$ cat src/rtl/fizzle_pkg.sv
// fizzle_pkg: shared types and constants for the fizzlefade sequencer.
// Holds the controller state encoding, the 15-bit maximal LFSR taps and
// seed, and a helper for the framebuffer pixel count.
package fizzle_pkg;

   typedef enum logic [2:0] {
      ST_IDLE,
      ST_WAIT,
      ST_STEP,
      ST_WRITE,
      ST_GAP
   } fizzle_state_t;

   localparam int          LFSR_LEN  = 15;
   localparam logic [14:0] LFSR_TAPS = 15'h6000;
   localparam logic [14:0] LFSR_SEED = 15'd1;

   // Number of pixels the fade has to cover.
   function automatic int FB_PIXELS(input int width, input int height);
      return width * height;
   endfunction

endpackage

$ cat src/rtl/fizzle_ctrl_lfsr.sv
// lfsr: Galois right-shift LFSR with a synchronous load and a step enable.
// state_next always shows the value the register takes on the next step,
// so the owner can test for wrap-around before committing the step.
module lfsr #(
   parameter int             LEN     = 15,
   parameter logic [LEN-1:0] TAPS    = LEN'(1) << (LEN - 1),
   parameter logic [LEN-1:0] RST_VAL = LEN'(1)
) (
   input  logic           clk,
   input  logic           rst_n,
   input  logic           load,
   input  logic           step,
   input  logic [LEN-1:0] seed,
   output logic [LEN-1:0] state,
   output logic [LEN-1:0] state_next
);

   // Feedback: shift right and fold the taps in when the bit leaving is set.
   always_comb begin
      state_next = (state >> 1) ^ (state[0] ? TAPS : '0);
   end

   // Shift register: load takes priority over stepping.
   always_ff @(posedge clk or negedge rst_n) begin
      if (!rst_n) begin
         state <= RST_VAL;
      end else if (load) begin
         state <= seed;
      end else if (step) begin
         state <= state_next;
      end
   end

endmodule

$ cat src/rtl/fizzle_ctrl.sv
// fizzle_ctrl: fizzlefade sequencer. Waits a number of frames, then walks
// a 15-bit maximal LFSR and writes every framebuffer pixel exactly once
// through a valid/ready write port, pacing accepted writes by a cycle gap.
// Optional feature: define FIZZLE_CTRL_PROGRESS_EN to build the progress
// counter; without it progress is tied to zero.
module fizzle_ctrl
   import fizzle_pkg::*;
#(
   parameter int FB_WIDTH  = 160,
   parameter int FB_HEIGHT = 120,
   parameter int ADDRW     = 15,
   parameter int DATAW     = 4,
   parameter int WAITW     = 8,
   parameter int RATEW     = 16
) (
   input  logic             clk_sys,
   input  logic             rst_sys_n,
   input  logic             start,
   input  logic             abort,
   input  logic             frame_sys,
   input  logic [WAITW-1:0] wait_frames,
   input  logic [RATEW-1:0] rate,
   input  logic [DATAW-1:0] colr,
   output logic             fb_we,
   output logic [ADDRW-1:0] fb_addr,
   output logic [DATAW-1:0] fb_colr,
   input  logic             fb_ready,
   output logic             busy,
   output logic             done,
   output logic [ADDRW-1:0] progress
);

   localparam int                PIXELS   = FB_PIXELS(FB_WIDTH, FB_HEIGHT);
   localparam logic [LFSR_LEN:0] PIXELS_L = (LFSR_LEN + 1)'(PIXELS);

   fizzle_state_t       state, state_nxt;
   logic [WAITW-1:0]    wait_lat, frame_cnt;
   logic [RATEW-1:0]    rate_lat, gap_cnt;
   logic [DATAW-1:0]    colr_lat;
   logic [LFSR_LEN-1:0] lfsr_s, lfsr_nxt, cand;
   logic                cand_ok, hs, wrap;
   logic                lfsr_load, lfsr_step, latch_cfg;
   logic                we_set, count_write, done_nxt;

   lfsr #(
      .LEN     (LFSR_LEN),
      .TAPS    (LFSR_TAPS),
      .RST_VAL (LFSR_SEED)
   ) u_lfsr (
      .clk        (clk_sys),
      .rst_n      (rst_sys_n),
      .load       (lfsr_load),
      .step       (lfsr_step),
      .seed       (LFSR_SEED),
      .state      (lfsr_s),
      .state_next (lfsr_nxt)
   );

   // Candidate address is the LFSR state minus one; states past the pixel
   // count are skipped. A wrap back to the seed means every state was seen.
   always_comb begin
      cand    = lfsr_s - 1'b1;
      cand_ok = ({1'b0, cand} < PIXELS_L);
      hs      = fb_we && fb_ready;
      wrap    = (lfsr_nxt == LFSR_SEED);
   end

   // Next-state and control strobes; abort beats everything outside IDLE.
   always_comb begin
      state_nxt   = state;
      lfsr_load   = 1'b0;
      lfsr_step   = 1'b0;
      latch_cfg   = 1'b0;
      we_set      = 1'b0;
      count_write = 1'b0;
      done_nxt    = 1'b0;
      case (state)
         ST_IDLE: begin
            if (start && !abort) begin
               latch_cfg = 1'b1;
               lfsr_load = 1'b1;
               state_nxt = (wait_frames == '0) ? ST_STEP : ST_WAIT;
            end
         end
         ST_WAIT: begin
            if (abort) begin
               state_nxt = ST_IDLE;
            end else if (frame_sys && ((frame_cnt + 1'b1) == wait_lat)) begin
               state_nxt = ST_STEP;
            end
         end
         ST_STEP: begin
            if (abort) begin
               state_nxt = ST_IDLE;
            end else if (cand_ok) begin
               we_set    = 1'b1;
               state_nxt = ST_WRITE;
            end else begin
               lfsr_step = 1'b1;
               if (wrap) begin
                  done_nxt  = 1'b1;
                  state_nxt = ST_IDLE;
               end
            end
         end
         ST_WRITE: begin
            if (abort) begin
               state_nxt = ST_IDLE;
            end else if (hs) begin
               lfsr_step   = 1'b1;
               count_write = 1'b1;
               if (wrap) begin
                  done_nxt  = 1'b1;
                  state_nxt = ST_IDLE;
               end else if (rate_lat == '0) begin
                  state_nxt = ST_STEP;
               end else begin
                  state_nxt = ST_GAP;
               end
            end
         end
         ST_GAP: begin
            if (abort) begin
               state_nxt = ST_IDLE;
            end else if (gap_cnt <= RATEW'(1)) begin
               state_nxt = ST_STEP;
            end
         end
         default: state_nxt = ST_IDLE;
      endcase
   end

   // State register plus registered busy and done status.
   always_ff @(posedge clk_sys or negedge rst_sys_n) begin
      if (!rst_sys_n) begin
         state <= ST_IDLE;
         busy  <= 1'b0;
         done  <= 1'b0;
      end else begin
         state <= state_nxt;
         busy  <= (state_nxt != ST_IDLE);
         done  <= done_nxt;
      end
   end

   // Configuration captured at start, frame counter and write-gap counter.
   always_ff @(posedge clk_sys or negedge rst_sys_n) begin
      if (!rst_sys_n) begin
         wait_lat  <= '0;
         rate_lat  <= '0;
         colr_lat  <= '0;
         frame_cnt <= '0;
         gap_cnt   <= '0;
      end else begin
         if (latch_cfg) begin
            wait_lat  <= wait_frames;
            rate_lat  <= rate;
            colr_lat  <= colr;
            frame_cnt <= '0;
         end else if ((state == ST_WAIT) && frame_sys) begin
            frame_cnt <= frame_cnt + 1'b1;
         end
         if (count_write) begin
            gap_cnt <= rate_lat;
         end else if ((state == ST_GAP) && (gap_cnt != '0)) begin
            gap_cnt <= gap_cnt - 1'b1;
         end
      end
   end

   // Write port: request is held stable until accepted or aborted.
   always_ff @(posedge clk_sys or negedge rst_sys_n) begin
      if (!rst_sys_n) begin
         fb_we   <= 1'b0;
         fb_addr <= '0;
         fb_colr <= '0;
      end else if (we_set) begin
         fb_we   <= 1'b1;
         fb_addr <= ADDRW'(cand);
         fb_colr <= colr_lat;
      end else if ((state == ST_WRITE) && (hs || abort)) begin
         fb_we   <= 1'b0;
      end
   end

`ifdef FIZZLE_CTRL_PROGRESS_EN
   // Accepted-write counter; cleared on start, held across an abort.
   always_ff @(posedge clk_sys or negedge rst_sys_n) begin
      if (!rst_sys_n) begin
         progress <= '0;
      end else if (latch_cfg) begin
         progress <= '0;
      end else if (count_write) begin
         progress <= progress + 1'b1;
      end
   end
`else
   assign progress = '0;
`endif

endmodule

$ cat config.mk
export PLATFORM = sky130hd
export DESIGN_NAME = fizzle_ctrl
export DESIGN_NICKNAME = d
export VERILOG_FILES = /design/src/rtl/fizzle_pkg.sv /design/src/rtl/fizzle_ctrl_lfsr.sv /design/src/rtl/fizzle_ctrl.sv
export SDC_FILE = /design/constraint.sdc
export NUM_CORES = 1
export LEC_CHECK = 0
export ABC_CLOCK_PERIOD_IN_PS = 2980
export CELL_PAD_IN_SITES_DETAIL_PLACEMENT = 1
export CELL_PAD_IN_SITES_GLOBAL_PLACEMENT = 2
export CORE_MARGIN = 4
export CORE_UTILIZATION = 30
export CTS_CLUSTER_SIZE = 25
export DETAILED_ROUTE_END_ITERATION = 8
export GPL_TIMING_DRIVEN = 0
export HOLD_SLACK_MARGIN = 0.15
export PLACE_DENSITY = 0.76
export SYNTH_ARGS = -nofsm -noshare
export SYNTH_HDL_FRONTEND = slang
export SYNTH_SLANG_ARGS = --single-unit
$ cat constraint.sdc
create_clock -name clk_sys -period 2.98 [get_ports clk_sys]
set_clock_uncertainty 0.2 [all_clocks]
set_input_delay 0.298 -clock clk_sys [delete_from_list [all_inputs] [get_ports clk_sys]]
set_output_delay 0.298 -clock clk_sys [all_outputs]
set_load 0.02 [all_outputs]
==> metrics list <==
- Result of the run: completed
- Slew at the pin with the worst max-slew slack: 0.6443 ns
- TritonCTS clock tree: yes
* Worst Setup End Kind: flip-flop
- The first global-routing pass estimated approximately 21,000 um of wire.
- The worst pin sits at a relative slew slack of 56.71%.
* Leakage power of the design: 0.002801 uW
- Synthesis-stage register bit count: 92
- Routed length per placed instance: 15.52 um
- Area of the core: 16,060 um2
- Detailed placement ended at an HPWL of ~9400 um.
- For this run, the number of Yosys warnings is 0.
* Clock period minus final worst setup slack: 2.907 ns
- EDFF count, synth: 0
- Root buffer cell: clkbuf_16
- Counting the buffers created by CTS gives 9.
* Clock edge transition at the registers on the reported setup and hold paths: around 0.070 ns
- The clock reaches the later pin of the worst-skew pair after 0.35 ns.
* Max-slew violation total from the final report: 0
- In this run the worst path has a maximum fanout of 8.
- For this run, the share of the core covered by cells in the final layout is 38.95%.
* Gpl congestion: 0.7728
- Category of the critical setup timing path: flip-flop to flip-flop
- 0 antenna diodes ended up in the layout.
* Sum of routed wire length over all layers: between 10,000 and 15,000 um
- During I/O placement, the number of pins put on the boundary was 71.
* Number of antenna violations at the first check in global routing: 0
- Worst Path Arrival: 2.92 ns
- Derived from the worst setup path, the maximum achievable clock frequency is 344.0 MHz.
- Post-synthesis cell area: 4962 um2
- Area added between synthesis and finish: 26.05%
- The detail route stage leaves a number of antenna-violating nets equal to 0.
* DIE AREA: 18,660 um2
- Total grt overflow: 0
* Startpoint type of the worst setup path: flip-flop
* Min Hold Slack: 0.2692 ns
- The initialized floorplan defines 46 standard-cell rows.
- PortBufs: 55
* Deepest level of the CTS H-tree: 3
- The via count of the first global-routing pass came to 4,247.
* Instance count of the mapped netlist: between 500 and 600
- The final hold violation count was 0.
* Global Route Usage Sum: about 14%
- Initial cell density of the core: 30.90%
- The longest clock path from root to sink contains 2 buffers.
- Of the available clock period, the critical path in the final layout requires 97.56%.
- Synthesized area per cell: 9.730 um2
* Part of the Yosys area used for sequential elements: 46.42%
- Largest vdd supply drop: about 0.00037 V
- Type of the worst min-delay path: primary input to flip-flop
* Async S/R FF share, synth: 100.0%
* First-pass detailed-route iteration total: 4
* Commonest cells after routing, fill and taps aside: 109 x nand2_1, 91 x dfrtp_1, 54 x clkdlybuf4s50_1
* Die outline height: 136.6 um
* Most used flip-flop cell after synthesis: dfrtp_1
* Required time at the endpoint of the critical path: 2.99 ns
- Summing over every cut layer, the via total after detailed routing is between 3,000 and 4,000.
- Cell count after placement: 796
- Residual DRC count: 0
- Power per unit of standard cell area: 866.2 nW/um2
* Avg Vias per Cell: roughly 4.8
- Setup repair after global routing missed its margin: true
- Finished Layout Cells: approximately 820
* Number of max-cap violations: 0
- Pin count of the biggest net entering global routing: 52
- CTS saw 92 sinks.
- In this run, the number of DRC markers left after iteration 0 of detailed routing was approximately 190.
* Distinct cells, synth: 67
- In the final layout, the share of cells above drive strength 1 is between 10% and 20%.
- Leaving out fill and tap cells, the most frequent cell in the layout is nand2_1.
* Final #Nets: 633
* Final-layout setup total negative slack: 0 ns
* Setup violators final: 0
- The floorplan step set the die width to 136.6 um.
## state kept, by name, indices dropped and copies added, names as in the netlist
signal        count
gap_cnt          16
busy              1
fb_colr           4
fb_addr          15
u_lfsr.state     15
done              1
frame_cnt         8
state             3
fb_we             1
rate_lat         16
colr_lat          4
wait_lat          8
## power by group
| part | total (uW) | internal [uW] | leakage, uW | switching [uW] |
|---|---|---|---|---|
| Sequential | 2130 | 1710 | 0.00117 | 417 |
| Clock | 1210 | 698 | 0.000148 | 509 |
| Combinational | 2080 | 1030 | 0.00148 | 1050 |
| Total | 5420 | 3440 | 0.00280 | 1980 |
## synthesized netlist by cell type (3+ instances only)
library cell | count | share of area (%)
o31ai_1 | 5 | 0.76
a31oi_1 | 4 | 0.50
inv_1 | 14 | 1.1
nor2b_1 | 4 | 0.50
ha_1 | 4 | 1.0
buf_4 | 15 | 2.3
or3_1 | 4 | 0.50
nand3b_1 | 3 | 0.45
buf_2 | 3 | 0.30
a211o_1 | 3 | 0.53
nand2b_1 | 6 | 0.76
nand4_1 | 7 | 0.88
mux2_2 | 12 | 2.7
xor2_1 | 6 | 1.1
xnor2_1 | 20 | 3.5
and3_1 | 4 | 0.50
o211ai_1 | 6 | 0.91
mux2i_1 | 16 | 3.2
nor4_1 | 13 | 1.6
a221o_1 | 4 | 0.81
a21oi_1 | 8 | 0.81
dfrtp_1 | 91 | 46
clkbuf_1 | 14 | 1.1
nand3_1 | 15 | 1.5
nor2_1 | 24 | 1.8
nor3_1 | 12 | 1.2
nand2_1 | 109 | 8.2
o21ai_0 | 22 | 2.2
or4_1 | 3 | 0.45
mux2_4 | 13 | 3.9
## cell families after synthesis
family                     Yosys count  share of synthesized area [%]
and+or+nand+nor                    220                          21.43
DFF                                 92                          46.42
AOI/OAI and AO/OA                   74                          10.72
buffers and inverters               52                          5.875
muxes                               41                          9.884
xor gates and xnor gates            26                          4.589
adders and majority gates            4                          1.009
other                                1                        0.07557
## through the flow
stage	total power, uW	setup slack, ns	area [um2]
floorplan	3458	0.06982	5015
global placement	4113	-2.170	5836
detailed placement	4197	-0.4229	5861
CTS	5455	0.02364	6218
global route	5814	-0.04471	6255
finish	5418	0.07273	6255
## layer usage
metal	vias to the layer above	wire length, um	track usage, %
met5	-	0	0
met4	0	198	4.423
met3	17	408	3.272
met2	57	6196	24.07
met1	1949	5859	18.43
li1	1928	-	-
## timing repair
item	in CTS	in global routing
hold buffers	1	0
endpoints found under the hold margin	41	0
endpoints found under the setup margin	38	22
gates resized for setup	3	5
pin swaps	1	3
buffers inserted	3	1
## area by class of cell
| cell class | count | area (um2) |
|---|---|---|
| fillers | 1820 | 9803 |
| multi-input cells | 380 | 2466 |
| flip-flops and latches | 92 | 2303 |
| repair buffers | 61 | 615.6 |
| well taps | 216 | 270.3 |
| clock buffers | 11 | 252.7 |
| plain buffers | 37 | 235.2 |
| clock inverters | 5 | 58.81 |
| inverters | 14 | 52.55 |
## final timing paths
check | from | endpoint | slack, ns | depth (start not counted)
max in group asynchronous | rst_sys_n | u_lfsr.state[0] | 1.61 | 3
worst min-delay path | rate[11] | rate_lat[11] | 0.27 | 3
min in group asynchronous | rst_sys_n | frame_cnt[7] | 0.28 | 2
worst min register to register | colr_lat[2] | colr_lat[2] | 0.29 | 2
worst max-delay path | u_lfsr.state[7] | busy | 0.07 | 7
worst max register to register | u_lfsr.state[7] | busy | 0.07 | 7
## worst max-delay path: stages (launching register included)
cell     delay, ns
dfrtp_1       0.46
nor4_4        0.53
nand4_1       0.22
xnor2_2       0.22
a41o_2        0.31
a21oi_4       0.11
buf_4         0.16
or4b_1        0.55
No activity file was read; power rests on OpenSTA's default activity.
